## src/rtl/vga_sync_decoder.sv

```systemverilog
// Receive-side VGA timing decoder: measures incoming hsync/vsync, locks onto a
// stable raster and regenerates the active flag and pixel coordinates.
module vga_sync_decoder #(
  parameter int H_BACK_PORCH = 48,
  parameter int H_ACTIVE     = 640,
  parameter int V_BACK_PORCH = 32,
  parameter int V_ACTIVE     = 480
) (
  input  logic       clk,
  input  logic       reset_n,
  input  logic       pixel_strobe,
  input  logic       hsync,
  input  logic       vsync,
  input  logic       mode,
  output logic [9:0] x,
  output logic [8:0] y,
  output logic       active,
  output logic       locked,
  output logic       line_start,
  output logic       frame_start,
  output logic [9:0] h_total,
  output logic [9:0] v_total,
  output logic       error
);

  typedef enum logic [1:0] {SEARCH, MEASURE, LOCKED} state_e;

  localparam logic [9:0]  CNT_MAX = 10'd1023;
  localparam logic [10:0] H_LO    = 11'(H_BACK_PORCH);
  localparam logic [10:0] H_HI    = 11'(H_BACK_PORCH + H_ACTIVE);
  localparam logic [10:0] V_LO    = 11'(V_BACK_PORCH);
  localparam logic [10:0] V_HI    = 11'(V_BACK_PORCH + V_ACTIVE);
  localparam logic [9:0]  H_OFF   = 10'(H_BACK_PORCH);
  localparam logic [9:0]  V_OFF   = 10'(V_BACK_PORCH);

  state_e     state_q, state_d;
  logic       hs_prev_q, hs_prev_d;
  logic       vs_prev_q, vs_prev_d;
  logic [9:0] hc_q, hc_d;
  logic [9:0] vc_q, vc_d;
  logic [9:0] h_ref_q, h_ref_d;
  logic       h_ref_valid_q, h_ref_valid_d;
  logic [9:0] h_total_q, h_total_d;
  logic [9:0] v_total_q, v_total_d;
  logic [9:0] x_q, x_d;
  logic [8:0] y_q, y_d;
  logic       active_q, active_d;
  logic       locked_q, locked_d;
  logic       line_start_q, line_start_d;
  logic       frame_start_q, frame_start_d;
  logic       error_q, error_d;

  logic       hs_rise, vs_rise, fail, in_h, in_v;
  logic [9:0] line_len, x_off, y_off, y_shift;

  always_comb begin
    state_d       = state_q;
    hs_prev_d     = hs_prev_q;
    vs_prev_d     = vs_prev_q;
    hc_d          = hc_q;
    vc_d          = vc_q;
    h_ref_d       = h_ref_q;
    h_ref_valid_d = h_ref_valid_q;
    h_total_d     = h_total_q;
    v_total_d     = v_total_q;
    line_start_d  = 1'b0;
    frame_start_d = 1'b0;
    error_d       = 1'b0;
    fail          = 1'b0;
    hs_rise       = pixel_strobe & hsync & ~hs_prev_q;
    vs_rise       = pixel_strobe & vsync & ~vs_prev_q;
    line_len      = hc_q + 10'd1;

    if (pixel_strobe) begin
      hs_prev_d = hsync;
      vs_prev_d = vsync;
      if (hs_rise)
        hc_d = '0;
      else if (hc_q != CNT_MAX)
        hc_d = hc_q + 10'd1;
      if (vs_rise)
        vc_d = '0;
      else if (hs_rise && vc_q != CNT_MAX)
        vc_d = vc_q + 10'd1;

      // A line that never ends means the source vanished or stalled.
      if (state_q != SEARCH && hc_d == CNT_MAX)
        fail = 1'b1;

      case (state_q)
        SEARCH: begin
          if (vs_rise) begin
            state_d       = MEASURE;
            h_ref_valid_d = 1'b0;
          end
        end
        MEASURE: begin
          if (hs_rise) begin
            if (!h_ref_valid_q) begin
              h_ref_d       = line_len;
              h_ref_valid_d = 1'b1;
            end else if (line_len != h_ref_q) begin
              fail = 1'b1;
            end
          end
          // Totals only update on a clean lock so they survive lock loss.
          if (vs_rise && h_ref_valid_q && !fail) begin
            h_total_d = h_ref_q;
            v_total_d = vc_q;
            state_d   = LOCKED;
          end
        end
        LOCKED: begin
          if ((hs_rise && line_len != h_total_q) || (vs_rise && vc_q != v_total_q))
            fail = 1'b1;
        end
        default: state_d = SEARCH;
      endcase

      if (fail) begin
        state_d = SEARCH;
        error_d = 1'b1;
      end
      line_start_d  = hs_rise && (state_d == LOCKED);
      frame_start_d = vs_rise && (state_d == LOCKED);
    end

    // Coordinates recompute every clock so a mode change shows up without a strobe.
    in_h     = ({1'b0, hc_d} >= H_LO) && ({1'b0, hc_d} < H_HI);
    in_v     = ({1'b0, vc_d} >= V_LO) && ({1'b0, vc_d} < V_HI);
    active_d = (state_d == LOCKED) && in_h && in_v;
    locked_d = (state_d == LOCKED);
    x_off    = hc_d - H_OFF;
    y_off    = vc_d - V_OFF;
    y_shift  = y_off >> mode;
    x_d      = active_d ? (x_off >> mode) : '0;
    y_d      = active_d ? y_shift[8:0] : '0;
  end

  always_ff @(posedge clk or negedge reset_n) begin
    if (!reset_n) begin
      state_q       <= SEARCH;
      hs_prev_q     <= 1'b1;
      vs_prev_q     <= 1'b1;
      hc_q          <= '0;
      vc_q          <= '0;
      h_ref_q       <= '0;
      h_ref_valid_q <= 1'b0;
      h_total_q     <= '0;
      v_total_q     <= '0;
      x_q           <= '0;
      y_q           <= '0;
      active_q      <= 1'b0;
      locked_q      <= 1'b0;
      line_start_q  <= 1'b0;
      frame_start_q <= 1'b0;
      error_q       <= 1'b0;
    end else begin
      state_q       <= state_d;
      hs_prev_q     <= hs_prev_d;
      vs_prev_q     <= vs_prev_d;
      hc_q          <= hc_d;
      vc_q          <= vc_d;
      h_ref_q       <= h_ref_d;
      h_ref_valid_q <= h_ref_valid_d;
      h_total_q     <= h_total_d;
      v_total_q     <= v_total_d;
      x_q           <= x_d;
      y_q           <= y_d;
      active_q      <= active_d;
      locked_q      <= locked_d;
      line_start_q  <= line_start_d;
      frame_start_q <= frame_start_d;
      error_q       <= error_d;
    end
  end

  assign x           = x_q;
  assign y           = y_q;
  assign active      = active_q;
  assign locked      = locked_q;
  assign line_start  = line_start_q;
  assign frame_start = frame_start_q;
  assign h_total     = h_total_q;
  assign v_total     = v_total_q;
  assign error       = error_q;

endmodule

```

## config.mk

```make
export PLATFORM = sky130hd
export DESIGN_NAME = vga_sync_decoder
export DESIGN_NICKNAME = d
export VERILOG_FILES = /design/src/rtl/vga_sync_decoder.sv
export SDC_FILE = /design/constraint.sdc
export NUM_CORES = 1
export LEC_CHECK = 0
export BUFFER_PORTS_ARGS = -buffer_cell sky130_fd_sc_hd__buf_2
export CORE_MARGIN = 2
export CORE_UTILIZATION = 34
export DETAILED_ROUTE_END_ITERATION = 12
export HOLD_SLACK_MARGIN = 0.15
export PLACE_DENSITY_LB_ADDON = 0.08
export RECOVER_POWER = 25
export SYNTH_ARGS = -nofsm -noshare
export SYNTH_HDL_FRONTEND = slang
export SYNTH_SLANG_ARGS = --single-unit
```

## constraint.sdc

```tcl
create_clock -name clk -period 3.5 [get_ports clk]
set_clock_uncertainty 0.2 [all_clocks]
set_input_delay 0.875 -clock clk [delete_from_list [all_inputs] [get_ports clk]]
set_output_delay 0.875 -clock clk [all_outputs]
set_load 0.01 [all_outputs]
```

==> key figures <==
Status
  – Outcome: finished with violations
  – Failing checks: capacitance limit, slew limit

Yosys
  – Top-area cell type share of the netlist area: 0.389
  – Netlist Area Pre-Place: 0.00495 mm2
  – Mapped Avg Cell Area: 9.53 um2
  – Fraction of registers with async set/reset: 1.00
  – Top post-synthesis cells by area: dfrtp_1 (39%), mux2_2 (5.7%), xnor2_1 (5.5%)
  – Yosys reg bits: 79
  – Synth Warn #: 0
  – Post-synth EDFFs: 0
  – Post-synthesis sequential area ratio: 0.399
  – Synth Instances: 520
  – Synth Flop Type: dfrtp_1
  – Biggest area consumer among synthesized cells: dfrtp_1
  – Distinct cells, synth: 73
  – Syn_nets: 535

Routing
  – Iteration-0 DRC Markers: 285
  – DRC violations left: 0
  – First-pass iteration count of the detailed router: 4
  – DR WL/cell: 17.9 um
  – Vias per cell: 5.36
  – Routed vias: 4,212
  – WL final: 14.1 mm
  – Detail Route Antenna Nets: 0

Placement
  – Buffers on Ports: 49
  – Hpwl dp: 10.2 mm
  – DP Worst Slack: -0.139 ns
  – Final GP Congestion: 0.912

Worst setup path
  – Type of origin of the critical path: register
  – Kind of end point of the critical path: register
  – Setup Crit Path Kind: register to register
  – Worst EP required: 3.53 ns
  – Critical Path Fanout Max: 21
  – Critical path data arrival time: 3.29 ns
  – Reg-to-Reg End: x[8]
  – Worst Reg-to-Reg Cells: 11
  – Worst reg2reg setup slack: 0.23 ns
  – Reg2Reg Launch Point: hc_q[3]

Cells and area
  – Core Util, Final: 0.423
  – Leading cell type in the layout, fill and taps excluded: dfrtp_1
  – Layout fillers: 1,393
  – Most frequent cells in the layout: dfrtp_1 (74), buf_4 (52), buf_2 (48)
  – Area delta synth->final: 22.8%
  – Final layout net count: 612
  – Share of post-route cells with drive strength above 1: 0.289
  – # diodes: 0

Timing
  – Worst Slack Setup Final: 0.234 ns
  – Final Critical Period: 3.27 ns
  – Setup TNS: 0 ns
  – # setup viols final: 0
  – Fin. max-slew vios: 80
  – Fmax: 306 MHz
  – RSZ-0062 raised after global routing: yes
  – Min Hold Slack: 0.308 ns
  – Tightest Pin Transition: 1.99 ns
  – Slew HR: -0.326
  – Fin. Hold Viols: 0
  – Crit share post-route: 0.933

Global route
  – Antenna violations before repair: 0
  – Largest net degree at the start of global routing: 80
  – First-pass GRT wire length: 22.7 mm
  – Vias in the first global route: 4,200
  – GRT Total Usage: 0.183
  – GRT overflow: 0

Worst hold path
  – Hold Path End: vs_prev_q
  – Worst hold path type: register to register
  – Worst hold path depth: 2
  – HP Start: vs_prev_q

Clocking
  – Clock buffer count from CTS: 9
  – Worst-path clk slew: 0.06 ns
  – Max H-tree Level: 3
  – Post-CTS Hold Fix Bufs: 0
  – Clock root buffer: clkbuf_16
  – TritonCTS sink count: 79
  – Latest clock arrival within the worst-skew pair: 0.35 ns
  – CTS tree: yes
  – Clock Path Buffers: 2

Floorplanning
  – Die Y: 125 um
  – Die area: 0.0156 mm2
  – Io pins: 50
  – Width of the die: 125 um
  – CORE AREA: 0.0144 mm2
  – Num rows: 44
  – Initial Util: 0.345

Power and ir drop
  – Pwr Density: 524 mW/mm2
  – Total power: 3.19 mW
  – VDD IR-drop max: 0.277 mV
  – Leakage: 2.79 nW

Flow run
  – Max-Cap Viols: 1
==> sequential cells by signal, summed over array words and instances (netlist names), 2 cells and up <==
signal   flops
h_total     10
v_total     10
h_ref_q     10
hc_q        10
state_q      2
x           10
y            9
vc_q        10
==> critical path, stage by stage, from the launching register on <==
cell	delay [ns]
dfrtp_2	0.48
buf_4	0.19
and2_1	0.20
a211oi_1	0.24
o21ai_0	0.15
nand4b_1	0.22
o31a_1	0.36
buf_4	0.17
o31ai_4	0.28
a31oi_2	0.16
buf_12	0.19
a2111oi_2	0.31
==> Yosys cell counts (all sizes together) (8+ instances only) <==
cell type and instances:
mux2i 13, nand2 28, nor2 42, clkbuf 21, buf 18, and3 8, nor3 31, nand4 9
a21oi 21, a31oi 10, nand3 19, xnor2 31, xor2 15, inv 20, dfrtp 77, o211ai 8
mux2 25, o21ai 23, ha 9
==> worst max path at each step <==
stage	startpoint	end	slack [ns]	depth (start not counted)
finish	hc_q[3]	x[8]	0.23	11
global route	hc_q[4]	x[8]	-0.02	13
CTS	hc_q[0]	x[8]	0.06	11
detailed placement	pixel_strobe	v_total[3]	-0.14	8
global placement	pixel_strobe	v_total[6]	-0.12	8
floorplan	pixel_strobe	x[5]	0.23	11
==> cell families (layout without fill, tap and decap cells) <==
logic type	count (synthesis)	count (layout)	synth area share
compound gates	117	117	0.175
xor+xnor	46	46	0.0813
fa+ha+maj	9	9	0.0227
buf+inv	59	140	0.0513
flops	79	79	0.399
mux	38	38	0.0831
simple gates	172	173	0.187
==> report_power, final <==
part	total (mW)	internal (mW)	switching [mW]
Clock	1.02	0.626	0.397
Combinational	0.987	0.431	0.556
Sequential	1.18	1.02	0.159
==> stage by stage <==
stage / cells / instance area (um2)
6_report: 786 / 6080
5_1_grt: 786 / 6080
4_1_cts: 784 / 6020
3_5_place_dp: 768 / 5690
3_3_place_gp: 768 / 5690
2_1_floorplan: 520 / 4950
==> repair_timing <==
action | CTS | global route
cloned | 0 | 1
pin swaps | 0 | 5
endpoints found under the setup margin | 21 | 22
resized for setup | 3 | 12
setup buffers | 0 | 1
==> layout make-up <==
type | instances | area [um2] | area share
multi-input combinational | 383 | 2800 | 0.459
sequential | 79 | 1980 | 0.326
timing repair buffer | 104 | 679 | 0.112
tap | 184 | 230 | 0.0378
clock buffer | 9 | 225 | 0.0370
clock inverter | 7 | 95.1 | 0.0156
inverter | 20 | 75.1 | 0.0123
==> layer usage <==
layer | part of all wire | up-vias | track usage | routed length, um
met5 | 0 | - | 0 | 0
met4 | 0.019 | 0 | 0.0668 | 267
met3 | 0.037 | 17 | 0.0284 | 525
met2 | 0.45 | 88 | 0.278 | 6320
met1 | 0.49 | 2049 | 0.263 | 6950
li1 | - | 2058 | - | -
Note: power is estimated with default switching activity, not from simulation.
